==> src/rtl/ring_pkg.sv <==
// Shared ring-network definitions: flit geometry, flit-type encodings and
// the message-download FSM states.
package ring_pkg;

    localparam int FLIT_W    = 16;
    localparam int MAX_FLITS = 11;

    localparam logic [1:0] CTRL_IDLE = 2'b00;
    localparam logic [1:0] CTRL_HEAD = 2'b01;
    localparam logic [1:0] CTRL_BODY = 2'b10;
    localparam logic [1:0] CTRL_TAIL = 2'b11;

    typedef enum logic [1:0] {
        DL_IDLE = 2'd0,
        DL_BUSY = 2'd1,
        DL_FULL = 2'd2
    } dl_state_e;

endpackage

==> src/rtl/m_req_download.sv <==
// Assembles ring flits into one MAX_FLITS-wide request message and holds it
// until memory takes it. Define M_REQ_DOWNLOAD_ERR_EN to enable err_out.
module m_req_download #(
    parameter int FLIT_W    = ring_pkg::FLIT_W,
    parameter int MAX_FLITS = ring_pkg::MAX_FLITS
) (
    input  logic                             clk,
    input  logic                             rst,
    input  logic [FLIT_W-1:0]                flit_in,
    input  logic                             v_flit_in,
    input  logic [1:0]                       ctrl_in,
    input  logic                             mem_rdy,
    output logic                             download_rdy,
    output logic [FLIT_W*MAX_FLITS-1:0]      m_flits_req,
    output logic                             v_m_flits_req,
    output logic [$clog2(MAX_FLITS+1)-1:0]   m_flits_cnt,
    output logic                             m_download_state,
    output logic                             err_out
);
    import ring_pkg::*;

    localparam int MSG_W = FLIT_W * MAX_FLITS;
    localparam int CNT_W = $clog2(MAX_FLITS + 1);

`ifdef M_REQ_DOWNLOAD_ERR_EN
    localparam bit ERR_EN = 1'b1;
`else
    localparam bit ERR_EN = 1'b0;
`endif

    dl_state_e          state_q, state_d;
    logic [MSG_W-1:0]   data_q, data_d;
    logic [CNT_W-1:0]   cnt_q, cnt_d;
    logic               err_q, err_d;
    logic               accept;
    logic               wr_en;
    logic [CNT_W-1:0]   wr_slot;
    logic               err_evt;

    // Valid/ready: a flit moves only in a cycle where v_flit_in and
    // download_rdy are both high; the sender must hold it otherwise.
    assign download_rdy = (state_q != DL_FULL);
    assign accept       = v_flit_in & download_rdy;

    always_comb begin
        state_d = state_q;
        data_d  = data_q;
        cnt_d   = cnt_q;
        wr_en   = 1'b0;
        wr_slot = cnt_q;
        err_evt = 1'b0;

        case (state_q)
            DL_IDLE: begin
                if (accept) begin
                    case (ctrl_in)
                        CTRL_HEAD, CTRL_TAIL: begin
                            data_d  = '0;
                            wr_en   = 1'b1;
                            wr_slot = '0;
                            cnt_d   = CNT_W'(1);
                            state_d = (ctrl_in == CTRL_TAIL) ? DL_FULL : DL_BUSY;
                        end
                        CTRL_BODY: err_evt = 1'b1;
                        default: ;
                    endcase
                end
            end
            DL_BUSY: begin
                if (accept) begin
                    case (ctrl_in)
                        CTRL_HEAD: begin
                            data_d  = '0;
                            wr_en   = 1'b1;
                            wr_slot = '0;
                            cnt_d   = CNT_W'(1);
                            err_evt = 1'b1;
                        end
                        CTRL_BODY: begin
                            wr_en = 1'b1;
                            cnt_d = cnt_q + CNT_W'(1);
                            // Last slot filled without a tail: truncate here.
                            if (cnt_q == CNT_W'(MAX_FLITS - 1)) begin
                                state_d = DL_FULL;
                                err_evt = 1'b1;
                            end
                        end
                        CTRL_TAIL: begin
                            wr_en   = 1'b1;
                            cnt_d   = cnt_q + CNT_W'(1);
                            state_d = DL_FULL;
                        end
                        default: ;
                    endcase
                end
            end
            DL_FULL: begin
                if (mem_rdy) begin
                    state_d = DL_IDLE;
                    data_d  = '0;
                    cnt_d   = '0;
                end
            end
            default: begin
                state_d = DL_IDLE;
                data_d  = '0;
                cnt_d   = '0;
            end
        endcase

        // Slot k sits at the MSB end, so flit 0 leads the message.
        for (int k = 0; k < MAX_FLITS; k++) begin
            if (wr_en && (wr_slot == CNT_W'(k))) begin
                data_d[MSG_W-1-FLIT_W*k -: FLIT_W] = flit_in;
            end
        end

        err_d = ERR_EN & err_evt;
    end

    always_ff @(posedge clk or negedge rst) begin
        if (!rst) begin
            state_q <= DL_IDLE;
            data_q  <= '0;
            cnt_q   <= '0;
            err_q   <= 1'b0;
        end else begin
            state_q <= state_d;
            data_q  <= data_d;
            cnt_q   <= cnt_d;
            err_q   <= err_d;
        end
    end

    assign m_flits_req      = data_q;
    assign v_m_flits_req    = (state_q == DL_FULL);
    assign m_flits_cnt      = cnt_q;
    assign m_download_state = (state_q != DL_IDLE);
    assign err_out          = err_q;

endmodule

==> config.mk <==
export PLATFORM = sky130hd
export DESIGN_NAME = m_req_download
export DESIGN_NICKNAME = d
export VERILOG_FILES = /design/src/rtl/ring_pkg.sv /design/src/rtl/m_req_download.sv
export SDC_FILE = /design/constraint.sdc
export NUM_CORES = 1
export LEC_CHECK = 0
export BUFFER_PORTS_ARGS = -buffer_cell sky130_fd_sc_hd__buf_4
export CAP_MARGIN = 10
export CORE_ASPECT_RATIO = 1.25
export CORE_MARGIN = 2
export CORE_UTILIZATION = 44
export CTS_BUF_LIST = sky130_fd_sc_hd__clkbuf_4 sky130_fd_sc_hd__clkbuf_8 sky130_fd_sc_hd__clkbuf_16
export DETAILED_ROUTE_END_ITERATION = 10
export PLACE_DENSITY = 0.7
export SETUP_SLACK_MARGIN = 0.1
export SYNTH_ARGS = -nofsm -noshare
export SYNTH_HDL_FRONTEND = slang
export SYNTH_SLANG_ARGS = --single-unit
export TNS_END_PERCENT = 100
==> constraint.sdc <==
create_clock -name clk -period 2.5 [get_ports clk]
set_input_delay 0.375 -clock clk [delete_from_list [all_inputs] [get_ports clk]]
set_output_delay 0.375 -clock clk [all_outputs]
set_load 0.01 [all_outputs]
* Word-level counts from Yosys, hierarchy flattened
Index checks and enable logic that the tools add are counted.
** Cells by class
- Eq/ne operators :: 79
- Shift operators :: 0
- Reductions and logical operators :: 30
- $add $sub $neg :: 1
- Div/mod/pow operators :: 0
- Muxes and demuxes :: 41
- $mul :: 0
- Order comparisons :: 0
- Bitwise operators :: 1
** Operators by type and width (count)
- 176-bit two-way mux :: 5
- 176-bit one-hot mux with 3 select lines :: 1
- 16-bit two-way mux :: 11
- 3-bit by 2-bit inequality test with 1-bit output (second input constant) :: 34
- 3-bit inequality test (second input constant) :: 24
- 5-bit AND reduction :: 12
- 4-bit two-way mux :: 8
- 4-bit by 3-bit equality test with 1-bit output (second input constant) :: 4
- 4-bit equality test (second input constant) :: 4
- 4-bit one-hot mux with 2 select lines :: 2
- 2-bit two-way mux :: 6
- 4-bit one-hot mux with 3 select lines :: 1
- 1-bit logical AND :: 11
- 4-bit by 2-bit equality test with 1-bit output (second input constant) :: 2
- 2-bit inequality test (second input constant) :: 4
- 2-bit equality test (second input constant) :: 3
- 2-bit one-hot mux with 3 select lines :: 1
- 6-bit AND reduction :: 1
- 4-bit by 1-bit adder with 4-bit output (second input constant) :: 1
- 2-bit by 1-bit equality test with 1-bit output (second input constant) :: 2
- 4-bit by 1-bit equality test with 1-bit output (second input constant) :: 1
- 4-bit zero test :: 1
- 1-bit two-way mux :: 4
- 2-bit one-hot mux with 2 select lines :: 1
- other kinds (7) :: 8
** Word-level totals
- Latch bits :: 0
- Output and inout bits :: 184
- Input port bits :: 22
- Word-level logic and storage cells :: 165
- ROM bits :: 0
- Memories kept :: 0
- Register bits after elaboration :: 182
- RAM bits :: 0

* Logic depth before layout (Yosys ltp)
Gate-level depths: netlist (run 1).
- Depth after elaboration :: 9
- Mapped depth :: 7
- Depth with buffers taken out :: 6

* Worst setup path before layout (run 1)
Ideal clock, no wire load.
- Path type :: reg-to-reg
- From :: register cnt_q[0] (netlist: m_flits_cnt[0])
- To :: register data_q[160] (netlist: m_flits_req[160])
- Arrival time :: 1.750 ns
- Period minus slack after synthesis :: 1.871 ns
- Slack :: 0.629 ns
- Setup time :: 0.121 ns
- Required time :: 2.379 ns
- Stages on the path, launching flop included :: 7
- Buffers on the path :: 2
- Path through :: dfrtp_1 > buf_2 > or4_1 > nor2_1 > o21ai_1 > buf_2 > a22o_1
** Between the ends
- Longest elaborated chain between the ends :: 7
- Elaborated cells between the ends (all ways) :: 14
- Classes of those cells :: eq/ne (5); mux (6); reduce/logical (3)
** Ends and longest elaborated chain
- from (decl) :: RTL line m_req_download.sv:33 : logic [CNT_W-1:0] cnt_q, cnt_d;
- from (signal assigned) :: RTL line m_req_download.sv:130 : cnt_q <= cnt_d;
- 4-bit two-way mux, on equally long branches :: RTL line m_req_download.sv:71, m_req_download.sv:56
- 4-bit two-way mux, on equally long branches :: RTL line m_req_download.sv:70, m_req_download.sv:55
- 4-bit one-hot mux with 2 select lines * :: RTL line m_req_download.sv:53 : case (state_q)
- 4-bit zero test * :: RTL line m_req_download.sv:113 : if (wr_en && (wr_slot == CNT_W'(k))) begin
- 1-bit logical AND * :: RTL line m_req_download.sv:113
- 3-bit by 2-bit inequality test with 1-bit output (no source line) / 3-bit inequality test (equally long branches)
- 5-bit AND reduction (no source line)
- to (signal assigned) :: RTL line m_req_download.sv:129 : data_q <= data_d;
- to (decl) :: RTL line m_req_download.sv:32 : logic [MSG_W-1:0] data_q, data_d;
Mark *: on every way between the ends. The rest lies on a longest branch, timed or not.
A chain may end at the register's enable or synchronous reset.

* Final worst setup path (run 1)
- From :: register state_q[0]
- To :: register data_q[119] (netlist: m_flits_req[119])
** Between the ends
- Longest elaborated chain between the ends :: 8
- Elaborated cells between the ends (all ways) :: 21
- Classes of those cells :: eq/ne (9); mux (8); bitwise (1); reduce/logical (3)
** Ends and longest elaborated chain
- from (decl) :: RTL line m_req_download.sv:31 : dl_state_e state_q, state_d;
- from (signal assigned) :: RTL line m_req_download.sv:128 : state_q <= state_d;
- 2-bit inequality test :: RTL line m_req_download.sv:42 : assign download_rdy = (state_q != DL_FULL);
- 1-bit AND :: RTL line m_req_download.sv:43 : assign accept = v_flit_in & download_rdy;
- 4-bit two-way mux, on equally long branches :: RTL line m_req_download.sv:70, m_req_download.sv:55
- 4-bit one-hot mux with 2 select lines :: RTL line m_req_download.sv:53
- 4-bit by 2-bit equality test with 1-bit output :: RTL line m_req_download.sv:113
- 1-bit logical AND :: RTL line m_req_download.sv:113
- 3-bit by 2-bit inequality test with 1-bit output (no source line) / 3-bit inequality test (equally long branches)
- 5-bit AND reduction (no source line)
Parallel ways exist; a longest one is shown, timed or not.

==> results.toml, run 1 <==
[critical_path]
path_cells = "buf_4, o21ai_0, o21ai_1, buf_4, o21ai_2, a22o_1"
end_kind = "flop"
r2r-end = "m_flits_req[119]"
crit_buf_inv = 2
r2r_start = "state_q[0]"
reg2reg_slack_ps = 250
cpLargestDelayFamily = "compound AO/OA/AOI/OAI gates"
cp_common_cell = "buf_4"
cp_max_fo = 16
start_kind = "flop"
r2r_cells = 6
cp.arrival_ps = 2610
cp_slowest_cell = "o21ai_2"
criticalPathCategory = "reg -> reg"
slowest_delay_ps = 610
critPathRequiredTime_ps = 2860

[min_path]
hold_path_depth = 3
min_to = "state_q[1]"
hold_start = "ctrl_in[1]"
min_path_type = "in -> reg"

[global_routing]
track_usage_pct = 25.03
grt_pass1_vias = 5144
antenna_found_initial = 0
grt_max_degree = 60
grt_pass1_wl_um = 30950
gr-total-overflow = 0

[timing]
maxSlewViolCount = 0
fin_setup_tns_ps = 0
rsz0062_at_grt = "true"
tightest_slew_ps = 936.3
layout_min_cycle_time_ps = 2251
finClkSkew_ps = 12.78
hold_viol = 0
slew_headroom_pct = 37.16
post-route-period-util_pct = 90.03
fmax_mhz = 444.3
setup_viol = 0

[layout]
stdcell_area_mm2 = 0.009248
drive_above_1_share_pct = 40.86
seqCellArea_mm2 = 0.004554
final_cells = 890
final_common_cell = "buf_4"
diodes = 0
syn2layout_area_growth_pct = 32.84
fillCellCount = 1234
final_util_pct = 59.64
final_cell_mix = "217 x buf_4, 182 x dfrtp_1, 176 x a22o_1, 17 x clkbuf_16, 9 x o21ai_2"
multi_input_area_mm2 = 0.002132
final_nets = 689

[job]
max-cap-violations = 0

[placement]
placed_area_mm2 = 0.008632
io_buffers = 204
dp_cells = 857
gp_congestion = 0.8374
dp_hpwl_um = 14140

[detailed_routing]
vias_per_cell = 5.818
first_pass_iters = 5
drtIter0Drc = 409
wl_met3_um = 1306
wl_met2_um = 10730
vias = 5178
ant_nets = 0
wl_um = 20710
highest_layer = "met4"
wl_per_cell_um = 23.27
drc = 0
met1_length_um = 8181

[floorplan]
rows = 51
die_height_um = 144.6
initial_core_util_pct = 44.90
fp.dieW_um = 116.5
ios = 206
core-area_mm2 = 0.01551
dieArea_mm2 = 0.01685

[synth]
ys_seq_area_share_pct = 65.42
yosysTopAreaCell = "dfrtp_1"
synth-seq-cells = 182
avgSynthCellArea_um2 = 14.66
syn_area_mm2 = 0.006962
synth_top_area_share_pct = 65.42
syn_inst = 475
synth_warnings = 0
synth.area.top_cells = "dfrtp_1 65%, a22o_1 22%, buf_2 1.6%"
yosysUniqueCellTypes = 31
synth_nets = 499

[pwr]
switchingPower_w = 0.001967
power_leakage_nw = 4.810
swShare_pct = 27.95
clkPwrFrac_pct = 37.6
powerDensity_mw_per_mm2 = 761.0
p_int_w = 0.005070
combPwrFrac_pct = 15.5
ir_drop_mv = 0.4530
pwr-share-seq_pct = 46.9

[clocking]
cts-root-buf = "clkbuf_16"
clock_latency_ps = 420
post-cts-setup-buffer-count = 0
h-tree-depth = 4
cts_tree = "built"
cts_made_buffers = 17
cts.sinks = 182
clock_path_buffers = 2
cts.clk_slew.worst_paths_ps = 70

[outcome]
status = "complete, no violations"
metrics by stage:
| stage | total power, W | hold slack [ps] | setup slack [ps] |
|---|---|---|---|
| 5_1_grt | 0.007310 | 253.2 | 44.58 |
| 3_5_place_dp | 0.004442 | 341.6 | 79.73 |
| 3_3_place_gp | 0.004411 | 334.0 | 175.6 |
| 2_1_floorplan | 0.003898 | 79.41 | 629.4 |
| 6_report | 0.007037 | 257.8 | 249.2 |
| 4_1_cts | 0.007081 | 240.6 | 167.5 |
flip-flops by register name, summed over array words and instances, names as in the netlist:
| register | count |
|---|---|
| m_flits_cnt | 4 |
| m_flits_req | 176 |
| state_q | 2 |
worst min-delay path: cells and delay by family:
kind            cells  cell delay, ps
compound gates      2             140
buf+inv             1             130
final cells by class:
| class | count | share of cell area, % |
|---|---|---|
| inverter | 3 | 0.1218 |
| multi-input combinational | 240 | 23.06 |
| timing repair buffer | 221 | 18.28 |
| tap | 212 | 2.868 |
| sequential | 182 | 49.25 |
| clock buffer | 21 | 5.128 |
| clock inverter | 11 | 1.299 |
power groups by stage:
stage / sequential, W / combinational (W) / clock [W]
after floorplan: 0.00336 / 0.000540 / 0
after global placement: 0.00335 / 0.00107 / 0
after detailed placement: 0.00335 / 0.00109 / 0
after CTS: 0.00330 / 0.00110 / 0.00269
after global routing: 0.00332 / 0.00118 / 0.00281
final: 0.00330 / 0.00109 / 0.00264
synthesized netlist by cell type (all sizes together):
cell type,count
conb,1
nand2,3
nor4,5
a21oi,3
a221oi,1
nand4b,1
or2,2
a31oi,1
dfrtp,182
o21ai,17
mux2,1
a22o,176
a2bb2oi,1
and2,1
inv,3
clkbuf,18
ha,2
nor3,5
or4,1
a21o,2
nand2b,7
o31ai,3
and3b,2
nor2,4
buf,32
nand3b,1
logic make-up (layout without fill, tap and decap cells):
group | count (synthesis) | count (layout) | share of synthesized area (%)
AOI/OAI and AO/OA | 204 | 204 | 25.11
DFF | 182 | 182 | 65.42
buffers and inverters | 53 | 256 | 4.116
and+or+nand+nor | 32 | 32 | 4.781
adders and majority gates | 2 | 2 | 0.3594
other | 1 | 1 | 0.05387
muxes | 1 | 1 | 0.1617
worst max-delay path by stage:
stage | startpoint | to | slack (ps) | depth (start not counted)
2_1_floorplan | m_flits_cnt[0] | m_flits_req[160] | 630 | 6
3_3_place_gp | ctrl_in[1] | m_flits_req[174] | 180 | 5
3_5_place_dp | ctrl_in[1] | m_flits_req[160] | 80 | 5
4_1_cts | state_q[0] | m_flits_req[174] | 170 | 5
5_1_grt | state_q[0] | m_flits_req[127] | 40 | 6
6_report | state_q[0] | m_flits_req[119] | 250 | 6
timing repair:
| item | in CTS | in global routing |
|---|---|---|
| hold buffers | 1 | 0 |
| endpoints found under the setup margin | 0 | 69 |
| hold endpoints to repair | 46 | 0 |
| resized for setup | 0 | 2 |
layer usage:
metal | GRT usage [%] | vias up
li1 | - | 2207
met1 | 32.92 | 2686
met2 | 40.82 | 246
met3 | 5.197 | 39
met4 | 9.586 | 0
met5 | 0 | -
No activity file was read; power rests on OpenSTA's default activity.
==> inputs of run 2 (changes only) <==
--- a/config.mk
+++ b/config.mk
@@ -12,6 +12,7 @@
 export CORE_UTILIZATION = 44
 export CTS_BUF_LIST = sky130_fd_sc_hd__clkbuf_4 sky130_fd_sc_hd__clkbuf_8 sky130_fd_sc_hd__clkbuf_16
 export DETAILED_ROUTE_END_ITERATION = 10
+export GPL_TIMING_DRIVEN = 0
 export PLACE_DENSITY = 0.7
 export SETUP_SLACK_MARGIN = 0.1
 export SYNTH_ARGS = -nofsm -noshare
==> run 2 against run 1 <==
Utilization is 0.83 points higher. Clock power about the same. Die area unchanged. Via count up 0.31%. Largest power group unchanged. Routed wire length shrank 2.2%. Design area rose by 1.4%. Power is 0.52% higher. Non-clock buffer count is 34 higher. Combinational power grew 8%.
==> results.toml, run 2 (synthesized netlist as in run 1, its figures left out) <==
[outcome]
status = "complete, no violations"

[detailed_routing]
drtIter0Drc = 406
vias_per_cell = 5.621
wl_per_cell_um = 21.93
vias = 5194
drc = 0
wl_um = 20260
ant_nets = 0
first_pass_iters = 4

[placement]
placed_area_mm2 = 0.008786
dp_hpwl_um = 14200
io_buffers = 203
gp_congestion = 0.8046

[floorplan]
core-area_mm2 = 0.01551
die_height_um = 144.6
dieArea_mm2 = 0.01685
ios = 206
initial_core_util_pct = 44.90
rows = 51
fp.dieW_um = 116.5

[clocking]
cts_tree = "built"
cts_made_buffers = 17
h-tree-depth = 4
clock_path_buffers = 2
clock_latency_ps = 420
cts.sinks = 182
cts.clk_slew.worst_paths_ps = 70
cts-root-buf = "clkbuf_16"

[layout]
seqCellArea_mm2 = 0.004554
final_cell_mix = "206 x buf_4, 182 x dfrtp_1, 176 x a22o_1, 22 x buf_2, 18 x clkbuf_1"
multi_input_area_mm2 = 0.002121
largest_register_ff_count = 176
syn2layout_area_growth_pct = 34.69
final_util_pct = 60.47
diodes = 0
drive_above_1_share_pct = 41.01
stdcell_area_mm2 = 0.009376
final_common_cell = "buf_4"
final_nets = 723
fillCellCount = 1248

[global_routing]
antenna_found_initial = 0
grt_pass1_wl_um = 29970
track_usage_pct = 24.12
gr-total-overflow = 0
grt_max_degree = 108
grt_pass1_vias = 5037

[critical_path]
criticalPathCategory = "reg -> reg"
critPathRequiredTime_ps = 2810
cp.arrival_ps = 2510
cp_max_fo = 10
r2r_start = "m_flits_cnt[2]"
end_kind = "flop"
start_kind = "flop"
reg2reg_slack_ps = 300
r2r-end = "m_flits_req[47]"
r2r_cells = 6

[min_path]
hold_path_depth = 2
min_path_type = "in -> reg"
min_to = "m_flits_req[67]"
hold_start = "flit_in[3]"

[timing]
fin_setup_tns_ps = 0
maxSlewViolCount = 0
fin_hold_ws_ps = 184.3
tightest_slew_ps = 825.6
finClkSkew_ps = 14.23
layout_min_cycle_time_ps = 2201
hold_viol = 0
rsz0062_at_grt = "false"
post-route-period-util_pct = 88.03
fmax_mhz = 454.4
setup_viol = 0
slew_headroom_pct = 44.96

[pwr]
ir_drop_mv = 0.4157
powerDensity_mw_per_mm2 = 754.4
power_leakage_nw = 4.894
p_total_w = 0.007074

[job]
max-cap-violations = 0
==> run 2: cell types whose count changed in the layout (fill, tap and decap cells not counted), moves of 2 or more <==
cell,change
buf_12,-2
clkbuf_8,-3
clkinv_4,-3
buf_6,+5
clkbuf_1,+18
buf_4,-11
buf_2,+22
inv_6,+4
==> run 2: routing by layer <==
layer	up-vias	global-route usage (%)	share of wire, %
li1	2277	-	-
met4	0	9.273	2.9
met2	200	38.46	50
met1	2676	32.93	42
met3	41	4.359	5.4
met5	-	0	0
==> run 2: worst max path at each step <==
| stage | startpoint | end | slack, ps |
|---|---|---|---|
| 3_3_place_gp | rst | m_flits_req[68] | 90 |
| 6_report | m_flits_cnt[2] | m_flits_req[47] | 300 |
| 4_1_cts | m_flits_cnt[2] | m_flits_req[47] | 260 |
| 3_5_place_dp | m_flits_cnt[2] | m_flits_req[42] | 280 |
| 2_1_floorplan | m_flits_cnt[0] | m_flits_req[160] | 630 |
| 5_1_grt | m_flits_cnt[2] | m_flits_req[40] | 120 |
==> run 2: power by group <==
group	internal, W	switching [W]	leakage (nW)	total [W]
Sequential	0.00312	0.000130	2.51	0.00325
Combinational	0.000502	0.000677	2.11	0.00118
Clock	0.00143	0.00121	0.279	0.00264
Total	0.00506	0.00202	4.89	0.00707
==> run 2: stage by stage <==
step | setup WS [ps] | cells
2_1_floorplan | 629.4 | 475
3_3_place_gp | 87.25 | 890
3_5_place_dp | 276.7 | 891
4_1_cts | 264.4 | 924
5_1_grt | 121.4 | 924
6_report | 299.3 | 924
==> run 2: what timing repair did <==
item / 4_1_cts / 5_1_grt
hold buffers: 1 / 0
gates resized for setup: 0 / 0
hold endpoints to repair: 75 / 0
setup buffers: 0 / 0
==> run 2: cell type report <==
cell class | instances | area share (%)
buffer | 50 | 2.936
sequential | 182 | 48.57
clock buffer | 19 | 4.697
clock inverter | 13 | 1.495
tap | 212 | 2.829
multi-input combinational | 240 | 22.62
inverter | 3 | 0.1201
timing repair buffer | 205 | 16.73
==> run 2: critical path, stage by stage, from the launching register on <==
cell and delay [ps]:
dfrtp_1 380, buf_2 200, nand2b_1 320, nor4_4 510
o21ai_2 220, buf_2 250, a22o_1 200
==> inputs of run 3 (changes only) <==
--- a/config.mk
+++ b/config.mk
@@ -7,13 +7,16 @@
 export LEC_CHECK = 0
 export BUFFER_PORTS_ARGS = -buffer_cell sky130_fd_sc_hd__buf_4
 export CAP_MARGIN = 10
+export CELL_PAD_IN_SITES_DETAIL_PLACEMENT = 1
+export CELL_PAD_IN_SITES_GLOBAL_PLACEMENT = 1
 export CORE_ASPECT_RATIO = 1.25
 export CORE_MARGIN = 2
-export CORE_UTILIZATION = 44
+export CORE_UTILIZATION = 41
 export CTS_BUF_LIST = sky130_fd_sc_hd__clkbuf_4 sky130_fd_sc_hd__clkbuf_8 sky130_fd_sc_hd__clkbuf_16
 export DETAILED_ROUTE_END_ITERATION = 10
 export GPL_TIMING_DRIVEN = 0
-export PLACE_DENSITY = 0.7
+export PLACE_DENSITY_LB_ADDON = 0.1
+export RECOVER_POWER = 50
 export SETUP_SLACK_MARGIN = 0.1
 export SYNTH_ARGS = -nofsm -noshare
 export SYNTH_HDL_FRONTEND = slang
==> run 3 against run 2 <==
Fmax down 2.8%. Global-route usage up 1.3 points. Combinational power down 8%. Largest cell class unchanged. Highest routed layer unchanged.
==> results.toml, run 3 (synthesized netlist as in run 1, its figures left out) <==
[outcome]
status = "complete, no violations"

[timing]
layout_min_cycle_time_ps = 2264
rsz0062_at_grt = "false"
hold_viol = 0
post-route-period-util_pct = 90.57
setup_viol = 0
finClkSkew_ps = 8.200
tightest_slew_ps = 1324
slew_headroom_pct = 11.71
fin_setup_tns_ps = 0
fmax_mhz = 441.6
maxSlewViolCount = 0

[detailed_routing]
vias = 5222
vias_per_cell = 5.573
first_pass_iters = 4
wl_per_cell_um = 23.84
drtIter0Drc = 351
wl_um = 22340
drc = 0
ant_nets = 0

[min_path]
hold_path_depth = 2
min_path_type = "in -> reg"

[pwr]
power_leakage_nw = 4.156
switchingPower_w = 0.001990
p_total_w = 0.006943
combPwrFrac_pct = 15.5
p_int_w = 0.004953
ir_drop_mv = 0.4188
swShare_pct = 28.67
clkPwrFrac_pct = 37.7
pwr-share-seq_pct = 46.8
powerDensity_mw_per_mm2 = 794.8

[placement]
dp_hpwl_um = 15260
io_buffers = 203
gp_congestion = 0.7827
dp_cells = 899

[layout]
largest_register_ff_count = 176
drive_above_1_share_pct = 16.46
diodes = 0
final_cells = 937
final_nets = 728
final_common_cell = "clkbuf_1"
syn2layout_area_growth_pct = 25.49
final_cell_mix = "197 x clkbuf_1, 182 x dfrtp_1, 176 x a22o_1, 32 x buf_4, 22 x buf_2"

[clocking]
h-tree-depth = 4
clock_path_buffers = 2
cts.clk_slew.worst_paths_ps = 70
cts.sinks = 182
cts_resized = 0
clock_latency_ps = 430
cts-root-buf = "clkbuf_16"
cts_made_buffers = 17
cts_tree = "built"

[global_routing]
gr-total-overflow = 0
grt_pass1_wl_um = 34110
antenna_found_initial = 0
track_usage_pct = 25.44
grt_max_degree = 95
grt_pass1_vias = 5508

[floorplan]
die_height_um = 149.7
initial_core_util_pct = 41.66
fp.dieW_um = 120.6
dieArea_mm2 = 0.01804
ios = 206
rows = 53
core-area_mm2 = 0.01671

[job]
max-cap-violations = 0

[critical_path]
start_kind = "flop"
critPathRequiredTime_ps = 2820
criticalPathCategory = "reg -> reg"
end_kind = "flop"
cp_max_fo = 10
r2r_cells = 6
cp.arrival_ps = 2580
## run 3: final cells by class
type / count / area [um^2]
inverters: 3 / 11.26
repair buffers: 210 / 927.1
flip-flops and latches: 182 / 4554
well taps: 220 / 275.3
clock inverters: 10 / 96.34
fillers: 1805 / 7975
plain buffers: 50 / 275.3
clock buffers: 22 / 475.5
multi-input cells: 240 / 2121
## run 3: stage by stage
| step | hold slack, ps | setup WS (ps) | util (%) | instance area [um^2] |
|---|---|---|---|---|
| floorplan | 79.41 | 629.4 | - | 6962 |
| global placement | 482.9 | 22.11 | 52.43 | 8761 |
| detailed placement | 450.7 | 183.8 | 52.64 | 8796 |
| CTS | 165.7 | 151.3 | 56.12 | 9378 |
| global route | 160.5 | 133.9 | 52.28 | 8736 |
| finish | 177.4 | 235.7 | 52.28 | 8736 |
## run 3: path summary, 6_finish.rpt
| path | startpoint | end | slack (ps) |
|---|---|---|---|
| max in group asynchronous | rst | m_flits_req[174] | 680 |
| min in group asynchronous | rst | m_flits_req[13] | 790 |
| max | m_flits_cnt[0] | m_flits_req[6] | 240 |
| min | flit_in[12] | m_flits_req[76] | 180 |
| max reg2reg | m_flits_cnt[0] | m_flits_req[6] | 240 |
| min reg2reg | m_flits_req[61] | m_flits_req[61] | 500 |
## run 3: power by group through the flow
stage / logic [W] / clock network (W) / registers [W]
3_5_place_dp: 0.00122 / 0 / 0.00330
3_3_place_gp: 0.00118 / 0 / 0.00329
4_1_cts: 0.00123 / 0.00264 / 0.00325
5_1_grt: 0.00117 / 0.00280 / 0.00327
2_1_floorplan: 0.000540 / 0 / 0.00336
6_report: 0.00108 / 0.00262 / 0.00325
## run 3: worst max-delay path: stages (launching register included)
cell	delay [ps]
dfrtp_1	420
buf_2	220
nand2b_1	290
nor3_4	520
o21ai_2	240
buf_2	250
a22o_1	200
## run 3: routing by layer
metal / GRT usage, % / part of all wire (%) / wire (um) / vias to the layer above
met2: 42.63 / 52 / 11650 / 158
met1: 32.27 / 41 / 9127 / 2749
li1: - / - / - / 2286
met5: 0 / 0 / 0 / -
met4: 9.186 / 2.2 / 490 / 0
met3: 5.983 / 4.8 / 1064 / 29
## run 3: repair_timing
| item | in CTS | in global routing |
|---|---|---|
| setup endpoints to repair | 0 | 20 |
| endpoints found under the hold margin | 18 | 0 |
| buffers inserted | 0 | 5 |
| hold buffers | 1 | 0 |
